===== src/rtl/reset_seq.sv =====
// Reset sequencer: synchronised release, ordered periph/core bring-up, SW/WDT re-run.
// Optional RESET_SEQ_DBG_HOLD_EN adds dbg_hold to keep the core in reset.
module reset_seq #(
   parameter int unsigned PERIPH_DLY = 8,
   parameter int unsigned CORE_DLY   = 16,
   parameter int unsigned SW_HOLD    = 4
) (
   input  logic       clk,
   input  logic       reset_a_n,
   input  logic       sw_rst_req,
   input  logic       wdt_rst_req,
`ifdef RESET_SEQ_DBG_HOLD_EN
   input  logic       dbg_hold,
`endif
   output logic       periph_rst_n,
   output logic       core_rst_n,
   output logic       rst_done,
   output logic [1:0] rst_cause
);

   typedef enum logic [2:0] {
      ASSERT,
      P_WAIT,
      C_WAIT,
      RUN,
      HOLD
   } state_t;

   localparam logic [7:0] P_LD = 8'(PERIPH_DLY - 1);
   localparam logic [7:0] C_LD = 8'(CORE_DLY - 1);
   localparam logic [7:0] H_LD = 8'(SW_HOLD - 1);

   localparam logic [1:0] CAUSE_POR = 2'd0;
   localparam logic [1:0] CAUSE_SW  = 2'd1;
   localparam logic [1:0] CAUSE_WDT = 2'd2;

   logic [1:0] sync_q;
   logic       sync_n;
   state_t     state_q, state_d;
   logic [7:0] cnt_q, cnt_d;
   logic       periph_q, periph_d;
   logic       core_q, core_d;
   logic       done_q, done_d;
   logic [1:0] cause_q, cause_d;
   logic       hold_core;

`ifdef RESET_SEQ_DBG_HOLD_EN
   assign hold_core = dbg_hold;
`else
   assign hold_core = 1'b0;
`endif

   always_ff @(posedge clk or negedge reset_a_n) begin
      if (!reset_a_n) begin
         sync_q <= 2'b00;
      end else begin
         sync_q <= {sync_q[0], 1'b1};
      end
   end

   assign sync_n = sync_q[1];

   always_ff @(posedge clk or negedge reset_a_n) begin
      if (!reset_a_n) begin
         state_q  <= ASSERT;
         cnt_q    <= 8'd0;
         periph_q <= 1'b0;
         core_q   <= 1'b0;
         done_q   <= 1'b0;
         cause_q  <= CAUSE_POR;
      end else begin
         state_q  <= state_d;
         cnt_q    <= cnt_d;
         periph_q <= periph_d;
         core_q   <= core_d;
         done_q   <= done_d;
         cause_q  <= cause_d;
      end
   end

   always_comb begin
      state_d  = state_q;
      cnt_d    = cnt_q;
      periph_d = periph_q;
      core_d   = core_q;
      done_d   = done_q;
      cause_d  = cause_q;
      unique case (state_q)
         ASSERT: begin
            periph_d = 1'b0;
            core_d   = 1'b0;
            done_d   = 1'b0;
            if (sync_n) begin
               state_d = P_WAIT;
               cnt_d   = P_LD;
            end
         end
         P_WAIT: begin
            if (cnt_q == 8'd0) begin
               periph_d = 1'b1;
               state_d  = C_WAIT;
               cnt_d    = C_LD;
            end else begin
               cnt_d = cnt_q - 8'd1;
            end
         end
         C_WAIT: begin
            // at zero the counter parks until a debug hold lets go
            if (cnt_q == 8'd0) begin
               if (!hold_core) begin
                  core_d  = 1'b1;
                  done_d  = 1'b1;
                  state_d = RUN;
               end
            end else begin
               cnt_d = cnt_q - 8'd1;
            end
         end
         RUN: begin
            if (sw_rst_req || wdt_rst_req) begin
               state_d  = HOLD;
               cnt_d    = H_LD;
               periph_d = 1'b0;
               core_d   = 1'b0;
               done_d   = 1'b0;
               cause_d  = wdt_rst_req ? CAUSE_WDT : CAUSE_SW;
            end
         end
         HOLD: begin
            if (cnt_q == 8'd0) begin
               state_d = P_WAIT;
               cnt_d   = P_LD;
            end else begin
               cnt_d = cnt_q - 8'd1;
            end
         end
         default: begin
            state_d  = ASSERT;
            cnt_d    = 8'd0;
            periph_d = 1'b0;
            core_d   = 1'b0;
            done_d   = 1'b0;
         end
      endcase
   end

   assign periph_rst_n = periph_q;
   assign core_rst_n   = core_q;
   assign rst_done     = done_q;
   assign rst_cause    = cause_q;

endmodule


===== config.mk =====
export PLATFORM = sky130hd
export DESIGN_NAME = reset_seq
export DESIGN_NICKNAME = d
export VERILOG_FILES = /design/src/rtl/reset_seq.sv
export SDC_FILE = /design/constraint.sdc
export NUM_CORES = 1
export LEC_CHECK = 0
export ABC_AREA = 1
export CORE_AREA = 4 4 49 51
export CTS_CLUSTER_DIAMETER = 150
export DETAILED_ROUTE_END_ITERATION = 10
export DIE_AREA = 0 0 53 55
export PLACE_DENSITY = 0.81
export SKIP_LAST_GASP = 1
export SYNTH_ARGS = -nofsm -noshare
export SYNTH_HDL_FRONTEND = slang
export SYNTH_SLANG_ARGS = --single-unit

===== constraint.sdc =====
create_clock -name clk -period 1.8 [get_ports clk]
set_input_delay 0.36 -clock clk [delete_from_list [all_inputs] [get_ports clk]]
set_output_delay 0.36 -clock clk [all_outputs]
set_load 0.03 [all_outputs]

==> results of run 1 <==
[flip-flops by register name, indices dropped and copies added, names as in the netlist]
signal        cells
state_q           3
rst_cause         2
cnt_q             8
periph_rst_n      1
rst_done          1
sync_q            2
[kinds of logic after synthesis]
logic type               share of synthesized area [%]
adder cells (fa/ha/maj)                           1.23
multiplexers                                      1.10
buffers and inverters                             8.71
AND/OR/NAND/NOR                                   32.4
AO/OA/AOI/OAI                                     10.2
other                                            0.368
flip-flops                                        41.7
XOR/XNOR                                          4.29
[layout make-up]
class,instances,share of cell area (%)
tap,27,2.90
clock buffer,3,1.94
inverter,21,6.99
clock inverter,1,0.430
timing repair buffer,9,7.53
multi-input combinational,98,43.7
sequential,17,36.6
[synthesized netlist by cell type]
cell type,count
inv_1,14
xor2_1,4
nand3_1,7
or2_0,1
inv_2,6
mux2_2,1
o22ai_2,2
nor2_2,3
o21ai_0,8
nand2_2,2
dfrtp_1,17
nor2_1,12
o21ai_1,3
nand3b_1,1
buf_4,1
a21oi_1,3
a21oi_2,1
nand3_2,1
conb_1,1
nor2_4,1
nand2_4,2
inv_4,1
ha_1,1
nand2_1,43
xnor2_1,1
[timing repair]
| item | CTS | global route |
|---|---|---|
| endpoints found under the hold margin | 0 | 0 |
| buffers inserted | 0 | 0 |
| gates resized for setup | 0 | 1 |
| endpoints found under the setup margin | 0 | 1 |
[power by group through the flow]
stage	combinational (mW)	sequential, mW	clock (mW)
floorplan	0.990	0.693	0
global placement	1.33	0.634	0
detailed placement	1.36	0.642	0
CTS	1.37	0.634	0.213
global route	1.53	0.655	0.229
finish	1.36	0.636	0.205
[per-layer routing]
metal | vias up | share of wire, %
met2 | 12 | 48
met5 | - | 0
met3 | 5 | 2.7
met1 | 423 | 47
li1 | 449 | -
met4 | 0 | 2.2
[worst paths after layout]
check | to | cells after the start
worst max-delay path | core_rst_n | 1
worst min-delay path | sync_q[1] | 0
worst max register to register | cnt_q[3] | 11
worst min register to register | sync_q[1] | 0
max in group asynchronous | cnt_q[1] | 2
min in group asynchronous | rst_cause[1] | 2
[metrics by stage]
| step | setup WS [ps] | cells | power [mW] | hold WS, ps |
|---|---|---|---|---|
| 6_report | 86.8 | 176 | 2.21 | 359 |
| 5_1_grt | 23.6 | 176 | 2.41 | 368 |
| 4_1_cts | 74.3 | 176 | 2.22 | 364 |
| 3_5_place_dp | 194 | 172 | 2.01 | 339 |
| 3_3_place_gp | 196 | 172 | 1.96 | 336 |
| 2_1_floorplan | 392 | 137 | 1.68 | 64.4 |
==> out/qor.yml, run 1 <==
layout:
  seq_area_sq_um: 425
  nets: 155
  diodes: 0
  area.growth.synth_to_final_pct: 14.1
  drive_gt1_share_pct: 17.4
  final_cell_mix: "43 x nand2_1, 17 x dfrtp_1, 14 x inv_1"
  final_area_sq_um: 1160
  final_util_pct: 59.9
  n_fill_cell: 184
  final_common_cell: "nand2_1"
  multi_input_area_sq_um: 508
timing:
  finalHoldViolCount: 0
  min_period_ps: 1710
  finalMaxSlewViolations: 0
  max_freq_ghz: 0.584
  final.setup.tns_ps: 0
  finalCritPeriodShare_pct: 95.2
  setup-violations-final: 0
  clock_skew_ps: 6.89
  grt_setup_unrepaired: "no"
pwr:
  swShare_pct: 50.4
  pwr-share-clk_pct: 9.3
  switching_power_mw: 1.11
  leakage_nw: 0.603
  p_comb_share_pct: 61.9
  vdd_drop_max_v: 0.00115
  p_seq_share_pct: 28.8
  power_density_nw_per_um2: 1900
  internal_power_mw: 1.10
detailed_routing:
  ant_nets: 0
  wl_per_cell_um: 11.2
  first_pass_iters: 4
  drt_iter0_drc: 19
  drc: 0
  drt_wl_total_mm: 1.97
  viasPerCell: 5.05
  via_count: 889
min_path:
  hold_start: "sync_q[0]"
  hold_class: "reg -> reg"
logic_synthesis:
  synth-seq-cells: 17
  yosysUniqueCellTypes: 25
  netlist_top_cells_area: "dfrtp_1 42%, nand2_1 16%, inv_1 5.2%, nor2_1 4.4%, o21ai_0 3.9%"
  yosys.area.top_type_share_pct: 41.7
  synth_largest_area_cell: "dfrtp_1"
  synthesis.nets: 142
  syn_inst: 137
  synth.avg_cell_area_sq_um: 7.44
  yosysWarnings: 0
  netlist_area_sq_um: 1020
  yosysSeqAreaShare_pct: 41.7
run:
  cap_viol_max_count: 0
global_routing:
  grt_most_used_layer: "met2"
  antenna_found_initial: 0
  grtUsageTotal_pct: 16.8
  met2_usage_pct: 29.5
  grt_pass1_wl_mm: 3.53
  use_met1_pct: 18.8
  overflow: 0
  first_global_vias: 877
  grt_max_degree: 18
  met3_usage_pct: 3.75
floorplan:
  rows: 16
  dieArea_sq_um: 2920
  coreArea_sq_um: 1940
  initial_core_util_pct: 52.5
  io_pins: 9
  fp.dieW_um: 53
  fp.dieH_um: 55
clocking:
  htree_levels: 1
  hold_buffers: 0
  cts-buffers-inserted: 3
  ctsRootBufferMaster: "clkbuf_4"
  path_clk_slew_ps: 100
  cts_tree: "built"
  cts_buffer_depth: 2
  clk_latency_ps: 300
  clock_sinks: 17
run_status:
  outcome: "complete, no violations"
critical_path:
  cp-start-kind: "flop"
  critPathTopFamily: "buffers and inverters"
  cp_slowest_stage_delay_ps: 680
  path_cells: "clkdlybuf4s50_1"
  cp_num_buf_inv: 1
  timing.rr.start: "cnt_q[0]"
  crit_fanout: 3
  crit_slowest_cell: "clkdlybuf4s50_1"
  worstPathArrival_ps: 1350
  ff2ff_setup_slack_ps: 230
  startpoint: "rst_done"
  path_class: "reg -> out"
  critPathRequiredTime_ps: 1440
  cp-end-kind: "primary output"
place:
  place_congestion: 0.868
  numPortBuffers: 8
  place_area_sq_um: 1130
  hpwl_mm: 1.61
Power figures use the tool's default switching activity.
==> inputs of run 2 (changes only) <==
--- a/config.mk
+++ b/config.mk
@@ -6,11 +6,12 @@
 export NUM_CORES = 1
 export LEC_CHECK = 0
 export ABC_AREA = 1
-export CORE_AREA = 4 4 49 51
+export CORE_AREA = 4 4 53 55
 export CTS_CLUSTER_DIAMETER = 150
 export DETAILED_ROUTE_END_ITERATION = 10
-export DIE_AREA = 0 0 53 55
-export PLACE_DENSITY = 0.81
+export DIE_AREA = 0 0 57 59
+export PLACE_DENSITY = 0.72
+export RECOVER_POWER = 25
 export SKIP_LAST_GASP = 1
 export SYNTH_ARGS = -nofsm -noshare
 export SYNTH_HDL_FRONTEND = slang
==> run 2 against run 1 <==
  * Clock power up 2%
  * Highest routed layer unchanged
  * Setup slack better by 10 ps
  * Sequential power about the same
==> out/qor.yml, run 2 (synthesis gave the netlist of run 1 again) <==
global_routing:
  met2_usage_pct: 23.5
  grt_most_used_layer: "met2"
  met3_usage_pct: 2.61
  use_met1_pct: 15.6
  first_global_vias: 857
  grt_pass1_wl_mm: 3.44
  grt_max_degree: 18
  overflow: 0
  grtUsageTotal_pct: 13.3
  antenna_found_initial: 0
run:
  cap_viol_max_count: 0
layout:
  final_cell_mix: "43 x nand2_1, 17 x dfrtp_1, 14 x inv_1"
  largest_reg_flops: 8
  top_regs: "cnt_q x8, state_q x3"
  final_cells: 179
  diodes: 0
  final_area_sq_um: 1160
  final_common_cell: "nand2_1"
  drive_gt1_share_pct: 16.1
  n_fill_cell: 255
  area.growth.synth_to_final_pct: 13.9
  final_util_pct: 48.6
  top_register: "cnt_q"
  nets: 155
timing:
  hold_slack_ps: 365
  clock_skew_ps: 5.90
  finalMaxSlewViolations: 0
  finalCritPeriodShare_pct: 94.6
  setup_slack_ps: 96.9
  tightest_slew_ps: 872
  final.setup.tns_ps: 0
  max_freq_ghz: 0.587
  setup-violations-final: 0
  slew-limit-headroom_pct: 41.9
  finalHoldViolCount: 0
  min_period_ps: 1700
  grt_setup_unrepaired: "no"
clocking:
  htree_levels: 1
  cts_setup_buffers: 0
  cts_buffer_depth: 2
  path_clk_slew_ps: 100
  cts_tree: "built"
  clock_sinks: 17
  hold_buffers: 0
  cts-resized-gates: 0
  cts-buffers-inserted: 3
  clk_latency_ps: 300
  ctsRootBufferMaster: "clkbuf_4"
detailed_routing:
  via_count: 871
  drc: 0
  drt_iter0_drc: 20
  first_pass_iters: 4
  viasPerCell: 4.87
  ant_nets: 0
  wl_per_cell_um: 10.9
  drt_wl_total_mm: 1.95
pwr:
  power_density_nw_per_um2: 1890
  total_power_mw: 2.20
  swShare_pct: 50.5
  p_comb_share_pct: 61.6
  p_seq_share_pct: 28.9
  switching_power_mw: 1.11
  internal_power_mw: 1.09
  vdd_drop_max_v: 0.000863
  leakage_nw: 0.601
  pwr-share-clk_pct: 9.5
run_status:
  outcome: "complete, no violations"
floorplan:
  io_pins: 9
  fp.dieH_um: 59
  dieArea_sq_um: 3360
  rows: 18
  fp.dieW_um: 57
  coreArea_sq_um: 2390
  initial_core_util_pct: 42.7
critical_path:
  cp-end-kind: "primary output"
  startpoint: "rst_done"
  path_class: "reg -> out"
  cp_slowest_stage_delay_ps: 670
  cp_num_buf_inv: 1
  critPathRequiredTime_ps: 1440
  worstPathArrival_ps: 1340
  crit_fanout: 3
  timing.rr.start: "cnt_q[0]"
  ff2ff_setup_slack_ps: 200
  cp-start-kind: "flop"
  critPathTopFamily: "buffers and inverters"
  path_cells: "clkdlybuf4s50_1"
  crit_slowest_cell: "clkdlybuf4s50_1"
place:
  numPortBuffers: 8
  place_congestion: 0.878
  hpwl_mm: 1.52
  dpl_worst_slack_ps: 201
  place_area_sq_um: 1140
  dp_cells: 175
min_path:
  hold_start: "sync_q[0]"
  hold_class: "reg -> reg"
run 2: changes by cell type in the layout (fill, tap and decap cells not counted):
cell             delta
buf_4               -1
ha_1                +1
dlygate4sd3_1       +1
clkbuf_1            +1
ha_2                -1
clkdlybuf4s50_1     -1
run 2: routing by layer:
layer	routed length, um	part of all wire, %
met5	0	0
met4	31	1.6
met3	76	3.9
met2	926	48
met1	911	47
run 2: area by class of cell:
type	instances	area [sq um]	share of cell area, %
clock buffers	3	22.5	1.94
multi-input cells	98	505	43.5
inverters	21	81.3	7.00
flip-flops and latches	17	425	36.6
well taps	30	37.5	3.23
clock inverters	1	5.00	0.431
repair buffers	9	83.8	7.22
run 2: final timing paths:
check,end,depth (start not counted)
min reg2reg,sync_q[1],0
min,sync_q[1],0
max,core_rst_n,1
max reg2reg,cnt_q[3],11
min in group asynchronous,state_q[0],2
max in group asynchronous,cnt_q[0],2
run 2: power by group through the flow:
stage,clock network [mW],registers [mW],logic (mW)
final,0.210,0.635,1.35
after global routing,0.236,0.658,1.54
after CTS,0.216,0.634,1.36
after detailed placement,0,0.641,1.35
after global placement,0,0.637,1.33
after floorplan,0,0.693,0.990
==> inputs of run 3 (changes only) <==
--- a/config.mk
+++ b/config.mk
@@ -10,6 +10,7 @@
 export CTS_CLUSTER_DIAMETER = 150
 export DETAILED_ROUTE_END_ITERATION = 10
 export DIE_AREA = 0 0 57 59
+export HOLD_SLACK_MARGIN = 0.08
 export PLACE_DENSITY = 0.72
 export RECOVER_POWER = 25
 export SKIP_LAST_GASP = 1
==> constraint.sdc (replaced) <==
create_clock -name clk -period 2 [get_ports clk]
set_input_delay 0.4 -clock clk [delete_from_list [all_inputs] [get_ports clk]]
set_output_delay 0.4 -clock clk [all_outputs]
set_load 0.03 [all_outputs]
==> results of run 3 <==
Same layout as run 2 (identical final DEF). Status: complete, no violations.
Main changes from that run: setup slack after placement 201 ps -> 361 ps; setup slack after layout 96.9 ps -> 257 ps; register-to-register setup slack 200 ps -> 400 ps; total power 2.20 mW -> 1.98 mW; worst IR drop on VDD 0.000863 V -> 0.000777 V
